### src/rtl/bcd_display_scanner_if.sv
// Signal bundle between the display scanner and its client: binary values and
// display controls in, registered BCD / segment images and status out.
interface bcd_display_scanner_if #(
   parameter int WIDTH    = 8,
   parameter int DIGITS   = 3,
   parameter int CHANNELS = 4
);
   logic [CHANNELS*WIDTH-1:0]    value_flat;
   logic                         blank_en;
   logic                         hold;
   logic [CHANNELS*DIGITS*7-1:0] seg_flat;
   logic [CHANNELS*DIGITS*4-1:0] bcd_flat;
   logic [CHANNELS-1:0]          overflow;
   logic                         busy;
   logic                         frame_done;

   // Client side: supplies values and controls, observes the display image.
   modport master (
      output value_flat, blank_en, hold,
      input  seg_flat, bcd_flat, overflow, busy, frame_done
   );

   // Scanner side.
   modport slave (
      input  value_flat, blank_en, hold,
      output seg_flat, bcd_flat, overflow, busy, frame_done
   );
endinterface

### src/rtl/bcd_display_scanner.sv
// Multi-channel binary to seven-segment display driver. One shared
// shift-add-3 (double dabble) engine converts the channels in turn; each
// channel's BCD digits, segment patterns and overflow flag are held in
// output registers that only change when that channel's conversion completes.
module bcd_display_scanner #(
   parameter int WIDTH    = 8,
   parameter int DIGITS   = 3,
   parameter int CHANNELS = 4
) (
   input logic                  clk,
   input logic                  rst,
   bcd_display_scanner_if.slave bus
);

   localparam int BCD_W = DIGITS * 4;
   localparam int SH_W  = BCD_W + WIDTH;
   localparam int CH_W  = (CHANNELS > 1) ? $clog2(CHANNELS) : 1;
   localparam int K_W   = (WIDTH > 1) ? $clog2(WIDTH) : 1;

   // Largest value representable in DIGITS decimal digits.
   localparam logic [31:0]     LIMIT   = 32'(10**DIGITS - 1);
   localparam logic [CH_W-1:0] CH_LAST = CH_W'(CHANNELS - 1);
   localparam logic [K_W-1:0]  K_LAST  = K_W'(WIDTH - 1);

   localparam logic [6:0] SEG_BLANK = 7'b1111111;
   localparam logic [6:0] SEG_DASH  = 7'b0111111;

   typedef enum logic [1:0] {
      ST_IDLE  = 2'd0,
      ST_LOAD  = 2'd1,
      ST_SHIFT = 2'd2,
      ST_STORE = 2'd3
   } state_t;

   state_t                   state_r;
   state_t                   state_next_s;
   logic                     load_en_s;
   logic                     shift_en_s;
   logic                     store_en_s;
   logic                     frame_end_s;

   logic [CH_W-1:0]          ch_r;
   logic [K_W-1:0]           k_r;
   logic [SH_W-1:0]          sh_r;
   logic                     ovf_tmp_r;
   logic [WIDTH-1:0]         ch_value_s;
   logic [SH_W-1:0]          adj_s;

   logic [DIGITS*7-1:0]      seg_ch_s;
   logic [BCD_W-1:0]         bcd_ch_s;
   logic [3:0]               digit_s;
   logic                     zero_above_s;

   logic [CHANNELS*DIGITS*7-1:0] seg_r;
   logic [CHANNELS*BCD_W-1:0]    bcd_r;
   logic [CHANNELS-1:0]          ovf_r;
   logic                         busy_r;
   logic                         frame_done_r;

   // Active-low gfedcba pattern for one decimal digit; non-decimal codes blank.
   function automatic logic [6:0] seg_encode(input logic [3:0] digit);
      logic [6:0] seg;
      case (digit)
         4'd0:    seg = 7'b1000000;
         4'd1:    seg = 7'b1111001;
         4'd2:    seg = 7'b0100100;
         4'd3:    seg = 7'b0110000;
         4'd4:    seg = 7'b0011001;
         4'd5:    seg = 7'b0010010;
         4'd6:    seg = 7'b0000010;
         4'd7:    seg = 7'b1111000;
         4'd8:    seg = 7'b0000000;
         4'd9:    seg = 7'b0011000;
         default: seg = SEG_BLANK;
      endcase
      return seg;
   endfunction

   // State register.
   always_ff @(posedge clk) begin
      if (!rst) begin
         state_r <= ST_IDLE;
      end else begin
         state_r <= state_next_s;
      end
   end

   // Next-state logic: hold is only looked at while idle, so a frame in
   // progress always runs to completion.
   always_comb begin
      state_next_s = state_r;
      case (state_r)
         ST_IDLE: begin
            if (!bus.hold) begin
               state_next_s = ST_LOAD;
            end else begin
               state_next_s = ST_IDLE;
            end
         end
         ST_LOAD: state_next_s = ST_SHIFT;
         ST_SHIFT: begin
            if (k_r == K_LAST) begin
               state_next_s = ST_STORE;
            end else begin
               state_next_s = ST_SHIFT;
            end
         end
         ST_STORE: begin
            if (ch_r == CH_LAST) begin
               state_next_s = ST_IDLE;
            end else begin
               state_next_s = ST_LOAD;
            end
         end
         default: state_next_s = ST_IDLE;
      endcase
   end

   // State decode into datapath strobes.
   always_comb begin
      load_en_s   = 1'b0;
      shift_en_s  = 1'b0;
      store_en_s  = 1'b0;
      frame_end_s = 1'b0;
      case (state_r)
         ST_LOAD:  load_en_s  = 1'b1;
         ST_SHIFT: shift_en_s = 1'b1;
         ST_STORE: begin
            store_en_s = 1'b1;
            if (ch_r == CH_LAST) begin
               frame_end_s = 1'b1;
            end else begin
               frame_end_s = 1'b0;
            end
         end
         default: begin
            load_en_s = 1'b0;
         end
      endcase
   end

   // Select the binary value of the channel being converted.
   always_comb begin
      ch_value_s = bus.value_flat[int'(ch_r)*WIDTH +: WIDTH];
   end

   // Add 3 to every BCD nibble of 5 or more ahead of the next left shift.
   always_comb begin
      adj_s = sh_r;
      for (int d = 0; d < DIGITS; d++) begin
         if (sh_r[WIDTH + d*4 +: 4] >= 4'd5) begin
            adj_s[WIDTH + d*4 +: 4] = sh_r[WIDTH + d*4 +: 4] + 4'd3;
         end else begin
            adj_s[WIDTH + d*4 +: 4] = sh_r[WIDTH + d*4 +: 4];
         end
      end
   end

   // Format the finished conversion: dashes on overflow, otherwise digits
   // with optional leading-zero blanking scanned from the top digit down.
   always_comb begin
      seg_ch_s     = {(DIGITS*7){1'b1}};
      bcd_ch_s     = {BCD_W{1'b0}};
      digit_s      = 4'd0;
      zero_above_s = 1'b1;
      for (int d = DIGITS - 1; d >= 0; d--) begin
         digit_s = sh_r[WIDTH + d*4 +: 4];
         if (ovf_tmp_r) begin
            seg_ch_s[d*7 +: 7] = SEG_DASH;
            bcd_ch_s[d*4 +: 4] = 4'd0;
         end else begin
            bcd_ch_s[d*4 +: 4] = digit_s;
            if (bus.blank_en && (d != 0) && zero_above_s && (digit_s == 4'd0)) begin
               seg_ch_s[d*7 +: 7] = SEG_BLANK;
            end else begin
               seg_ch_s[d*7 +: 7] = seg_encode(digit_s);
            end
         end
         zero_above_s = zero_above_s & (digit_s == 4'd0);
      end
   end

   // Conversion engine: channel index, shift counter, shift register and
   // the overflow verdict latched when the value is captured.
   always_ff @(posedge clk) begin
      if (!rst) begin
         ch_r      <= {CH_W{1'b0}};
         k_r       <= {K_W{1'b0}};
         sh_r      <= {SH_W{1'b0}};
         ovf_tmp_r <= 1'b0;
      end else begin
         if (load_en_s) begin
            sh_r      <= {{BCD_W{1'b0}}, ch_value_s};
            k_r       <= {K_W{1'b0}};
            ovf_tmp_r <= (32'(ch_value_s) > LIMIT);
         end else if (shift_en_s) begin
            sh_r <= {adj_s[SH_W-2:0], 1'b0};
            k_r  <= k_r + K_W'(1);
         end else begin
            sh_r <= sh_r;
            k_r  <= k_r;
         end
         if (store_en_s) begin
            if (frame_end_s) begin
               ch_r <= {CH_W{1'b0}};
            end else begin
               ch_r <= ch_r + CH_W'(1);
            end
         end else begin
            ch_r <= ch_r;
         end
      end
   end

   // Output registers: only the channel finishing STORE is rewritten.
   always_ff @(posedge clk) begin
      if (!rst) begin
         seg_r        <= {(CHANNELS*DIGITS*7){1'b1}};
         bcd_r        <= {(CHANNELS*BCD_W){1'b0}};
         ovf_r        <= {CHANNELS{1'b0}};
         busy_r       <= 1'b0;
         frame_done_r <= 1'b0;
      end else begin
         if (store_en_s) begin
            seg_r[int'(ch_r)*(DIGITS*7) +: DIGITS*7] <= seg_ch_s;
            bcd_r[int'(ch_r)*BCD_W +: BCD_W]         <= bcd_ch_s;
            ovf_r[ch_r]                              <= ovf_tmp_r;
         end else begin
            seg_r <= seg_r;
            bcd_r <= bcd_r;
            ovf_r <= ovf_r;
         end
         busy_r       <= (state_next_s != ST_IDLE);
         frame_done_r <= frame_end_s;
      end
   end

   assign bus.seg_flat   = seg_r;
   assign bus.bcd_flat   = bcd_r;
   assign bus.overflow   = ovf_r;
   assign bus.busy       = busy_r;
   assign bus.frame_done = frame_done_r;

endmodule

### src/flat_wrapper.sv
// flat-port wrapper written by rule: the top's interface ports become plain ports
module bcd_display_scanner_flat 
#(
   parameter int WIDTH    = 8,
   parameter int DIGITS   = 3,
   parameter int CHANNELS = 4
)
  (clk, rst, bus_value_flat, bus_blank_en, bus_hold, bus_seg_flat, bus_bcd_flat, bus_overflow, bus_busy, bus_frame_done);
  bcd_display_scanner_if #(.WIDTH(WIDTH), .DIGITS(DIGITS), .CHANNELS(CHANNELS)) bus_i ();
  input logic clk;
  input logic rst;
  input wire logic [$bits(bus_i.value_flat)-1:0] bus_value_flat;
  input wire logic [$bits(bus_i.blank_en)-1:0] bus_blank_en;
  input wire logic [$bits(bus_i.hold)-1:0] bus_hold;
  output wire logic [$bits(bus_i.seg_flat)-1:0] bus_seg_flat;
  output wire logic [$bits(bus_i.bcd_flat)-1:0] bus_bcd_flat;
  output wire logic [$bits(bus_i.overflow)-1:0] bus_overflow;
  output wire logic [$bits(bus_i.busy)-1:0] bus_busy;
  output wire logic [$bits(bus_i.frame_done)-1:0] bus_frame_done;
  assign bus_i.value_flat = bus_value_flat;
  assign bus_i.blank_en = bus_blank_en;
  assign bus_i.hold = bus_hold;
  assign bus_seg_flat = bus_i.seg_flat;
  assign bus_bcd_flat = bus_i.bcd_flat;
  assign bus_overflow = bus_i.overflow;
  assign bus_busy = bus_i.busy;
  assign bus_frame_done = bus_i.frame_done;
  bcd_display_scanner #(.WIDTH(WIDTH), .DIGITS(DIGITS), .CHANNELS(CHANNELS)) u_core (.clk(clk), .rst(rst), .bus(bus_i));
endmodule
### config.mk
export PLATFORM = sky130hd
export DESIGN_NAME = bcd_display_scanner_flat
export DESIGN_NICKNAME = d
export VERILOG_FILES = /design/src/rtl/bcd_display_scanner_if.sv /design/src/rtl/bcd_display_scanner.sv /design/src/flat_wrapper.sv
export SDC_FILE = /design/constraint.sdc
export NUM_CORES = 1
export LEC_CHECK = 0
export CORE_UTILIZATION = 40
export CTS_CLUSTER_SIZE = 10
export DETAILED_ROUTE_END_ITERATION = 10
export PLACE_DENSITY = 0.68
export SYNTH_ARGS = -nofsm -noshare
export SYNTH_HDL_FRONTEND = slang
export SYNTH_SLANG_ARGS = --single-unit
### constraint.sdc
create_clock -name clk -period 2.65 [get_ports clk]
set_input_delay 0.3975 -clock clk [delete_from_list [all_inputs] [get_ports clk]]
set_output_delay 0.3975 -clock clk [all_outputs]
set_load 0.005 [all_outputs]
Yosys cells after proc, flatten, opt, wreduce, memory -nomap -nowiden
Memories as Yosys holds them, arrays and structs flattened. A register that Yosys moved wholly into a read port is not among the register bits.
Index checks and enable logic that the tools add are counted.
Widths: inputs -> output; s select.
{"block": "classes", "n_addsub": 7, "n_mul": 2, "magnitude_cmp": 5, "n_eq_ne": 5, "shifts": 5, "muxes": 27, "bitwise": 3, "reduce_logical": 9}
{"operator": "$bwmux 84", "n": 1}
{"operator": "$shift 21x33->84 const A", "n": 1}
{"operator": "$shiftx 21x33->84", "n": 1}
{"operator": "$neg 32->33", "n": 2}
{"operator": "$bwmux 48", "n": 1}
{"operator": "$shift 12x33->48 const A", "n": 1}
{"operator": "$shiftx 12x33->48", "n": 1}
{"operator": "$mux 4", "n": 8}
{"operator": "$shiftx 32x6->8", "n": 1}
{"operator": "$mux 8", "n": 2}
{"operator": "$mux 7", "n": 2}
{"operator": "$ge 4x3->1 const B", "n": 3}
{"operator": "$mux 1", "n": 9}
{"operator": "$add 4x2->4 const B", "n": 2}
{"operator": "$logic_not 4->1", "n": 2}
{"operator": "$pmux 2 s4", "n": 1}
{"operator": "$mul 2x5->7 const B", "n": 1}
{"operator": "$eq 2x2->1 const B", "n": 3}
{"operator": "$and 4x4->4", "n": 1}
{"operator": "$mul 2x2->4 const B", "n": 1}
{"operator": "$not 4->4", "n": 1}
{"operator": "$reduce_bool 2->1", "n": 2}
{"operator": "$add 3x1->3 const B", "n": 1}
{"operator": "$add 3x2->3 const B", "n": 1}
{"operator": "12 further kinds", "n": 14}
{"block": "word_totals", "regBits": 165, "romBits": 336, "inputBits": 36, "elab_cells": 76, "n_memories": 3}
{"name": "(no name shown)", "words": 16, "word_bits": 7, "rd": 1, "rd_ports_with_merged_regs": 1, "wr": 0, "line": "bcd_display_scanner.sv:63", "source": "case (digit)"}
{"name": "(no name shown)", "words": 16, "word_bits": 7, "rd": 1, "rd_ports_with_merged_regs": 1, "wr": 0, "line": "bcd_display_scanner.sv:63"}
{"name": "(no name shown)", "words": 16, "word_bits": 7, "rd": 1, "rd_ports_with_merged_regs": 1, "wr": 0, "line": "bcd_display_scanner.sv:63"}

Depth between registers and ports, before layout
Gate-level depths: netlist (run 1).
{"block": "logic_depth", "ltp_word": 6, "ltp_mapped": 12}

Least setup slack after synthesis (run 1)
OpenSTA, ideal clock, no wires.
{"block": "synth_path", "path_type": "register to register", "from": "register u_core.ch_r[0]", "to": "register u_core.seg_r[11], in the netlist u_core.bus.seg_flat[11]", "setup_time_ns": 0.079, "arrival_time_ns": 2.472, "required_time_ns": 2.571, "slack_ns": 0.099, "stages_incl_launch_ff": 11, "n_path_buf": 5, "period_less_slack_ns": 2.551, "cell_sequence": "dfxtp_1 -> buf_2 -> inv_1 -> clkbuf_1 -> ha_1 -> buf_2 -> nand2b_1 -> or3_1 -> clkbuf_1 -> clkbuf_1 -> o211ai_1"}
{"block": "synth_between", "elab_chain_len": 4, "elab_cells_between_ends": 5, "classes_between": "add/sub (1); mul (1); shift (2); mux (1)"}
{"element": "start: declaration", "line": "bcd_display_scanner.sv:42", "source": "logic [CH_W-1:0] ch_r;"}
{"element": "start signal: assignment", "line": "bcd_display_scanner.sv:187", "source": "ch_r <= {CH_W{1'b0}};"}
{"element": "start signal: assignment", "line": "bcd_display_scanner.sv:205", "source": "ch_r <= {CH_W{1'b0}};"}
{"element": "start signal: assignment", "line": "bcd_display_scanner.sv:207", "source": "ch_r <= ch_r + CH_W'(1);"}
{"element": "$mul 2x5->7 *", "line": "bcd_display_scanner.sv:225", "source": "seg_r[int'(ch_r)*(DIGITS*7) +: DIGITS*7] <= seg_ch_s;"}
{"element": "$neg 32->33 *", "line": "bcd_display_scanner.sv:225"}
{"element": "$shiftx 21x33->84 / $shift 21x33->84 (equally long branches)", "line": "bcd_display_scanner.sv:225"}
{"element": "$bwmux 84 *", "line": "bcd_display_scanner.sv:225"}
{"element": "end signal: assignment", "line": "bcd_display_scanner.sv:218", "source": "seg_r <= {(CHANNELS*DIGITS*7){1'b1}};"}
{"element": "end signal: indexed assignment", "line": "bcd_display_scanner.sv:225"}
{"element": "end signal: assignment", "line": "bcd_display_scanner.sv:229", "source": "seg_r <= seg_r;"}
{"element": "end: declaration", "line": "bcd_display_scanner.sv:54", "source": "logic [CHANNELS*DIGITS*7-1:0] seg_r;"}
Every way passes the cells marked *; elsewhere a longest branch is shown, timed or not.
A chain may end at the register's enable or synchronous reset.

==> results_dict.tcl, run 1 <==
set metrics [dict create \
    yosysWarnings 0 \
    synthesis.area_um2 8290 \
    synth_fp_nets 990 \
    timing.final.max_slew_violations 0 \
    finalCritPeriodShare_pct 93.5 \
    path_max_fanout 8 \
    synthesis.instances 917 \
    startpoint_type "flip-flop" \
    drcViolationCount 0 \
    power_density_nw_per_um2 636 \
    die_width_um 146 \
    placed_cell_area_um2 10300 \
    fin_util_pct 53.9 \
    synth_top_flop_cell "sky130_fd_sc_hd__dfxtp_1" \
    min-delay-path-class "in2reg" \
    tightestPinTransition_ps 832 \
    first_pass_grt_wire_length_um 36000 \
    placed_wire_length_estimate_after_detailed_placement_um 15500 \
    commonest_non_fill_non_tap_cell_in_the_layout "sky130_fd_sc_hd__dfxtp_1" \
    place.gp.congestion 0.897 \
    num_antenna_cells 0 \
    cts_hold_buffers 0 \
    wire_per_inst_um 16.4 \
    power_leakage_nw 4.53 \
    cts_setup_buffers 0 \
    wirelength_um 22200 \
    die-height_um 146 \
    maxCapViolations 0 \
    relSlewSlack_pct 44.1 \
    synth_edf_count 0 \
    clock.fmax_mhz 404 \
    tritoncts "done" \
    tns_ps 0 \
    syn-mean-instance-area_um2 9.04 \
    num_clock_sinks 186 \
    fin_worst_skew_ps 11.9 \
    globalRouteOverflowTotal 0 \
    period_needed_ps 2480 \
    clkLatencyLatePin_ps 430 \
    worstSetupPathType "reg2reg" \
    seq_area_frac_synth_pct 44.9 \
    initial_core_util_pct 40.8 \
    fp.dieArea_um2 21300 \
    drt_iter0_markers 412 \
    fp-row-count 52 \
    first_pass_iters 5 \
    number_of_antenna_violations_at_the_first_check_in_global_routing 0 \
    final_area_um2 11000 \
    netlist-cell-type-count 65 \
    vdd_drop_max_v 0.000389 \
    asyncSetResetFlopFracSynth_pct 0 \
    core-area_um2 20300 \
    ant_nets 0 \
    final_cell_mix "183 x sky130_fd_sc_hd__dfxtp_1, 172 x sky130_fd_sc_hd__clkdlybuf4s50_1, 159 x sky130_fd_sc_hd__nand2_1" \
    fin_nets 1148 \
    detailroute.via_count 7203 \
    cts_inserted_buffers 17 \
    end_kind "flip-flop" \
    cp_data_required_time_ps 2930 \
    register_bit_total_from_synthesis 186 \
    grt_pass1_vias 6720 \
    timing.final.hold_violations 0 \
    floorplan.io_pins 174 \
    timing.final.setup_violations 0 \
    share_of_final_layout_standard_cells_stronger_than_drive_strength_1_pct 9.47 \
    critPathArrivalTime_ps 2760 \
    clk_root_buffer_cell "sky130_fd_sc_hd__clkbuf_16" \
    area_growth_pct 32.1 \
    outcome "complete, no violations" \
    htree_num_levels 4 \
    vias_per_inst 5.30 \
    post_cts_resize_count 0 \
    rsz0062_at_grt "no" \
    cts-root-to-sink-buffers 2 \
    maximum_number_of_pins_on_one_net_before_global_route_repair 77 \
    path_clk_slew_ps 70 \
    port-buffer-count 173 \
    grt_util_all_layers_pct 21.2 \
]
final timing paths:
| check | from | end | slack [ps] | depth (start not counted) |
|---|---|---|---|---|
| max | u_core.sh_r[8] | flip-flop | 170 | 9 |
| min reg2reg | u_core.bus.overflow[2] | u_core.bus.overflow[2] | 440 | 2 |
| min | rst | flip-flop | 380 | 3 |
| max reg2reg | u_core.sh_r[8] | flip-flop | 170 | 9 |
synth_stat cells (all sizes together), types with 4 or more instances:
cell type  number  area [um^2]
nor2           34          130
nand2b         18          120
o211a           8         80.1
inv            26         97.6
nor4            6         65.1
clkbuf         41          154
a22oi          39          293
mux2i          16          160
mux4            8          180
buf            28          158
nor3           14         80.1
o22ai           4         25.0
or3             7         43.8
o211ai         60          455
a22o            7         61.3
o31ai           5         51.3
a211oi          4         42.5
o21ai          24          120
and2           15         93.8
nor2b          41          257
nand3          51          255
dfxtp         186         3720
nand2         159          597
and3            8         50.1
a21boi          5         37.5
a21oi          30          154
mux2            5         56.3
a31oi           4         31.3
ha             37          463
area by class of cell:
| cell class | count | area (um^2) |
|---|---|---|
| inverter | 26 | 97.6 |
| timing repair buffer | 208 | 2000 |
| tap | 270 | 338 |
| clock buffer | 18 | 439 |
| sequential | 186 | 3730 |
| fill | 1859 | 9350 |
| clock inverter | 14 | 183 |
| multi-input combinational | 636 | 4160 |
sequential cells by signal, summed over array words and instances (netlist names), named ones only:
name and count:
u_core.bus.bcd_flat 48, u_core.bus.busy 1, u_core.bus.frame_done 1, u_core.bus.overflow 4, u_core.bus.seg_flat 84, u_core.ch_r 2, u_core.k_r 3, u_core.seg_ch_s 7
u_core.sh_r 20, u_core.state_r 2
cells by family (layout without fill, tap and decap cells):
| kind of cell | count (synthesis) | count (layout) | synth area share, % |
|---|---|---|---|
| flops | 186 | 186 | 44.9 |
| mux | 29 | 29 | 4.78 |
| xor+xnor | 2 | 2 | 0.211 |
| simple gates | 359 | 359 | 21.0 |
| fa+ha+maj | 37 | 37 | 5.58 |
| compound gates | 209 | 209 | 18.6 |
| buf+inv | 95 | 266 | 4.94 |
report_power, final:
group / switching [mW] / leakage (nW) / internal [mW]
sequential: 0.111 / 1.51 / 2.97
clock: 1.18 / 0.303 / 1.46
combinational: 0.715 / 2.72 / 0.532
total: 2.01 / 4.53 / 4.96
routing by layer:
layer / global-route usage [%] / share of wire, %
met4: 5.32 / 0.74
met3: 5.42 / 6.8
met1: 29.2 / 48
met5: 0 / 0
met2: 33.0 / 45
per-stage QoR:
stage / power, mW / hold slack [ps] / instances / setup WS, ps
global placement: 4.36 / 420 / 1326 / 142
detailed placement: 4.38 / 423 / 1326 / 82.7
floorplan: 3.97 / 428 / 917 / 99.4
finish: 6.97 / 385 / 1358 / 173
CTS: 7.02 / 364 / 1358 / 60.9
global route: 7.30 / 381 / 1358 / 14.5
critical path, cell delays in order, from the launching register on:
cell	delay, ps
sky130_fd_sc_hd__dfxtp_2	410
sky130_fd_sc_hd__inv_1	130
sky130_fd_sc_hd__ha_1	260
sky130_fd_sc_hd__nand2b_1	120
sky130_fd_sc_hd__or3b_4	410
sky130_fd_sc_hd__a311oi_4	330
sky130_fd_sc_hd__inv_1	130
sky130_fd_sc_hd__ha_1	300
sky130_fd_sc_hd__o22ai_1	160
sky130_fd_sc_hd__a22oi_1	80
No activity file was read; power rests on OpenSTA's default activity.
==> inputs of run 2 (changes only) <==
CORE_UTILIZATION = 45   (was 40)
PLACE_DENSITY = 0.86   (was 0.68)
==> results_dict.tcl, run 2 (synthesis results as in run 1) <==
set metrics [dict create \
    num_clock_sinks 186 \
    critPathArrivalTime_ps 2870 \
    layout_fillers 1534 \
    p_int_mw 4.81 \
    grt_pass1_vias 6865 \
    htree_num_levels 4 \
    power.switching_fraction_pct 29.7 \
    wirelength_um 22300 \
    drcViolationCount 0 \
    timing.final.hold_violations 0 \
    tritoncts "done" \
    critical_path.reg2reg.startpoint "u_core.sh_r[8]" \
    p_seq_share_pct 45.0 \
    total_power_mw 6.85 \
    port-buffer-count 173 \
    core-area_um2 18000 \
    grt_util_all_layers_pct 23.9 \
    drt_iter0_markers 696 \
    path_max_fanout 8 \
    die_width_um 138 \
    floorplan.io_pins 174 \
    wire_per_inst_um 16.9 \
    worstSetupPathType "reg2reg" \
    layout.area.seq_um2 3720 \
    p_clk_share_pct 36.4 \
    fp-row-count 49 \
    outcome "complete, no violations" \
    end_kind "flip-flop" \
    placed_wire_length_estimate_after_detailed_placement_um 15500 \
    finalWorstSetupSlack_ps 102 \
    first_pass_grt_wire_length_um 34900 \
    number_of_antenna_violations_at_the_first_check_in_global_routing 0 \
    share_of_final_layout_standard_cells_stronger_than_drive_strength_1_pct 8.93 \
    fp.dieArea_um2 19000 \
    relSlewSlack_pct 50.3 \
    dp_cells 1283 \
    tightestPinTransition_ps 740 \
    period_needed_ps 2550 \
    wl_met1_um 9700 \
    timing.final.setup_violations 0 \
    placement.setup.worst_slack_ps 168 \
    route.met2.wl_um 10300 \
    vias_per_inst 5.67 \
    finalHoldWorstSlack_ps 368 \
    fin_nets 1146 \
    cts-root-to-sink-buffers 2 \
    maximum_number_of_pins_on_one_net_before_global_route_repair 150 \
    number_of_cells_on_the_worst_hold_path 3 \
    num_antenna_cells 0 \
    area_growth_pct 30.7 \
    maxCapViolations 0 \
    clk_root_buffer_cell "sky130_fd_sc_hd__clkbuf_16" \
    timing.final.max_slew_violations 0 \
    globalRouteOverflowTotal 0 \
    hold_start "rst" \
    fin_worst_skew_ps 12.0 \
    first_pass_iters 6 \
    initial_core_util_pct 46.0 \
    path_clk_slew_ps 70 \
    die-height_um 138 \
    power_density_nw_per_um2 632 \
    commonest_non_fill_non_tap_cell_in_the_layout "sky130_fd_sc_hd__dfxtp_1" \
    r2r_cells 10 \
    vdd_drop_max_v 0.000545 \
    cp_data_required_time_ps 2980 \
    ant_nets 0 \
    clkLatencyLatePin_ps 440 \
    min-delay-path-class "in2reg" \
    holdPathEnd "u_core.sh_r[10]" \
    tns_ps 0 \
    footprint_of_the_multi_input_gates_um2 4160 \
    place.gp.congestion 0.906 \
    net-switching-power_mw 2.03 \
    finalCritPeriodShare_pct 96.2 \
    power_leakage_nw 4.49 \
    met3_length_um 1790 \
    clock.fmax_mhz 392 \
    final_cell_mix "186 x sky130_fd_sc_hd__dfxtp_1, 172 x sky130_fd_sc_hd__clkdlybuf4s50_1, 159 x sky130_fd_sc_hd__nand2_1" \
    share_comb_of_total_power_pct 18.6 \
    detailroute.via_count 7451 \
    rsz0062_at_grt "no" \
    reg2reg_setup_slack_ps 100 \
    layout.cells.non_filler 1315 \
    cts_hold_buffers 0 \
    startpoint_type "flip-flop" \
    max_reg_flops 84 \
    topRoutingLayerUsed "met4" \
    cts_inserted_buffers 17 \
]
-- run 2: changes by cell type in the layout (fill, tap and decap cells not counted), sizes merged --
| cell | delta |
|---|---|
| clkinvlp | +3 |
| buf | -2 |
| bufinv | -1 |
| clkinv | -1 |
| inv | -1 |
-- run 2: through the flow --
step	util, %	cell area, um^2
finish	60.1	10800
global route	60.1	10800
CTS	60.1	10800
global placement	56.9	10300
detailed placement	56.9	10300
floorplan	-	8290
-- run 2: worst max-delay path, stage by stage (launching register included) --
cell                       delay, ps
sky130_fd_sc_hd__dfxtp_1         480
sky130_fd_sc_hd__inv_1           100
sky130_fd_sc_hd__ha_1            250
sky130_fd_sc_hd__nand2b_1        130
sky130_fd_sc_hd__or3b_4          410
sky130_fd_sc_hd__a311oi_4        350
sky130_fd_sc_hd__inv_1           130
sky130_fd_sc_hd__ha_1            310
sky130_fd_sc_hd__nand2_1          50
sky130_fd_sc_hd__a22oi_1         160
sky130_fd_sc_hd__nor2_1           50
-- run 2: routing by layer --
metal  track usage, %  vias to the layer above
met5                0                        -
met4             8.88                        0
met3             5.41                       42
met2             37.8                      373
met1             31.5                     3492
li1                 -                     3544
-- run 2: repair_timing --
item | CTS | global route
gates resized for setup | 0 | 1
setup buffers | 0 | 0
setup endpoints to repair | 0 | 2
-- run 2: final cells by class --
type	instances	share of cell area [%]
clock inverters	14	1.31
flip-flops and latches	186	34.4
repair buffers	206	18.4
well taps	229	2.65
inverters	26	0.901
clock buffers	18	3.96
multi-input cells	636	38.4
-- run 2: power groups by stage --
stage	clock [mW]	sequential (mW)	combinational, mW
floorplan	0	3.11	0.865
global placement	0	3.14	1.21
detailed placement	0	3.14	1.25
CTS	2.52	3.08	1.26
global route	2.64	3.10	1.41
finish	2.49	3.08	1.27
-- run 2: worst max path at each step --
stage	cells after the start	slack (ps)	startpoint	to
detailed placement	10	170	u_core.sh_r[8]	flip-flop
global placement	10	210	u_core.sh_r[8]	flip-flop
finish	10	100	u_core.sh_r[8]	flip-flop
global route	9	1	u_core.sh_r[8]	flip-flop
floorplan	10	100	u_core.ch_r[0]	u_core.bus.seg_flat[11]
CTS	10	140	u_core.sh_r[8]	flip-flop
==> inputs of run 3 (changes only) <==
DONT_BUFFER_PORTS = 1   (was not set)
HOLD_SLACK_MARGIN = 0.02   (was not set)
PLACE_DENSITY = 0.73   (was 0.86)
==> results_dict.tcl, run 3 (synthesis results as in run 1) <==
set metrics [dict create \
    outcome "complete, no violations" \
    relSlewSlack_pct 50.8 \
    fin_nets 973 \
    number_of_antenna_violations_at_the_first_check_in_global_routing 0 \
    max_reg_flops 84 \
    detailroute.via_count 6471 \
    num_clock_sinks 186 \
    p_int_mw 4.75 \
    finalWorstSetupSlack_ps 184 \
    power.switching_fraction_pct 29.4 \
    placement.setup.worst_slack_ps 126 \
    power_density_nw_per_um2 738 \
    fp.dieArea_um2 19000 \
    maxCapViolations 0 \
    min-delay-path-class "in2reg" \
    p_clk_share_pct 38.1 \
    vdd_drop_max_v 0.000694 \
    power_leakage_nw 3.81 \
    clock.fmax_mhz 405 \
    finalCritPeriodShare_pct 93.1 \
    grt_pass1_vias 5939 \
    drcViolationCount 0 \
    first_pass_iters 5 \
    first_pass_grt_wire_length_um 31600 \
    share_of_final_layout_standard_cells_stronger_than_drive_strength_1_pct 10.6 \
    tritoncts "done" \
    buffers_plus_inverters_on_the_worst_setup_path 2 \
    timing.final.hold_violations 0 \
    worstSetupPathType "reg2reg" \
    crit_path_cell_trace "inv_1, ha_1, nand2b_1, a2111o_1, o211ai_2, inv_1, ha_1, and2_1, o31ai_1" \
    crit_start "u_core.sh_r[17]" \
    maximum_number_of_pins_on_one_net_before_global_route_repair 152 \
    cts_hold_buffers 0 \
    p_seq_share_pct 45.9 \
    grt_util_all_layers_pct 21.7 \
    path_max_fanout 6 \
    period_needed_ps 2470 \
    core-area_um2 18000 \
    globalRouteOverflowTotal 0 \
    ant_nets 0 \
    critical-path-top-delay-family "compound AO/OA/AOI/OAI gates" \
    critical_path.reg2reg.startpoint "u_core.sh_r[17]" \
    timing.final.max_slew_violations 0 \
    die_width_um 138 \
    net-switching-power_mw 1.98 \
    cts-root-to-sink-buffers 2 \
    final_cell_mix "185 x sky130_fd_sc_hd__dfxtp_1, 159 x sky130_fd_sc_hd__nand2_1, 59 x sky130_fd_sc_hd__o211ai_1" \
    tightestPinTransition_ps 731 \
    place.gp.congestion 0.895 \
    post_cts_resize_count 0 \
    hold_start "rst" \
    crit_slowest_cell "sky130_fd_sc_hd__dfxtp_1" \
    wirelength_um 20600 \
    cts_setup_buffers 0 \
    clk_root_buffer_cell "sky130_fd_sc_hd__clkbuf_16" \
    rsz0062_at_grt "no" \
    cp_num_cells 9 \
    initial_core_util_pct 46.0 \
    fp-row-count 49 \
    cts_inserted_buffers 17 \
    commonest_non_fill_non_tap_cell_in_the_layout "sky130_fd_sc_hd__dfxtp_1" \
    placed_wire_length_estimate_after_detailed_placement_um 14200 \
    drt_iter0_markers 429 \
    critPathArrivalTime_ps 2820 \
    wire_per_inst_um 18.0 \
    end_kind "flip-flop" \
    vias_per_inst 5.67 \
    r2r_cells 9 \
    die-height_um 138 \
    timing.final.setup_violations 0 \
    clkLatencyLatePin_ps 430 \
    tns_ps 0 \
    floorplan.io_pins 174 \
    number_of_cells_on_the_worst_hold_path 2 \
    path_clk_slew_ps 70 \
    area_growth_pct 10.1 \
    cp_data_required_time_ps 3010 \
    fin_worst_skew_ps 8.21 \
    critPathMaxStageDelay_ps 480 \
    port-buffer-count 0 \
    htree_num_levels 4 \
    startpoint_type "flip-flop" \
    share_comb_of_total_power_pct 16.0 \
    num_antenna_cells 0 \
]
run 3: cell count changes in the layout (fill, tap and decap cells not counted), moves of 2 or more:
cell,change
sky130_fd_sc_hd__clkdlybuf4s50_1,-172
sky130_fd_sc_hd__inv_6,+4
sky130_fd_sc_hd__clkinv_2,-2
sky130_fd_sc_hd__clkinv_4,-2
sky130_fd_sc_hd__clkinvlp_4,-2
run 3: layout make-up:
type / instances / area [um^2]
fill: 1692 / 8900
multi-input combinational: 636 / 4160
sequential: 186 / 3720
clock buffer: 19 / 443
tap: 229 / 287
timing repair buffer: 33 / 260
clock inverter: 13 / 150
inverter: 26 / 97.6
run 3: worst paths after layout:
check / end / slack (ps)
setup reg to reg: flip-flop / 180
hold / removal: u_core.bus.overflow[3] / 80
setup / recovery: flip-flop / 180
hold reg to reg: u_core.bus.overflow[3] / 450
run 3: per-layer routing:
metal  vias to the layer above  track usage [%]  part of all wire (%)
li1                       3191                -                     -
met1                      3019             28.8                    44
met2                       239             33.2                    45
met3                        22             6.99                   9.9
met4                         0             7.19                   1.3
met5                         -                0                     0
run 3: power by group through the flow:
stage	sequential (mW)	combinational [mW]	clock (mW)
after global placement	3.15	1.05	0
after global routing	3.11	1.20	2.73
final	3.09	1.08	2.57
after CTS	3.09	1.07	2.62
after detailed placement	3.15	1.07	0
after floorplan	3.11	0.865	0
run 3: metrics by stage:
stage | cells | hold slack, ps | utilization [%] | cell area (um^2) | power (mW)
floorplan | 917 | 428 | - | 8290 | 3.97
global placement | 1110 | 439 | 47.3 | 8530 | 4.20
global route | 1142 | 65.6 | 50.6 | 9120 | 7.04
detailed placement | 1110 | 441 | 47.3 | 8530 | 4.22
CTS | 1142 | 47.5 | 50.6 | 9120 | 6.78
finish | 1142 | 83.8 | 50.6 | 9120 | 6.73
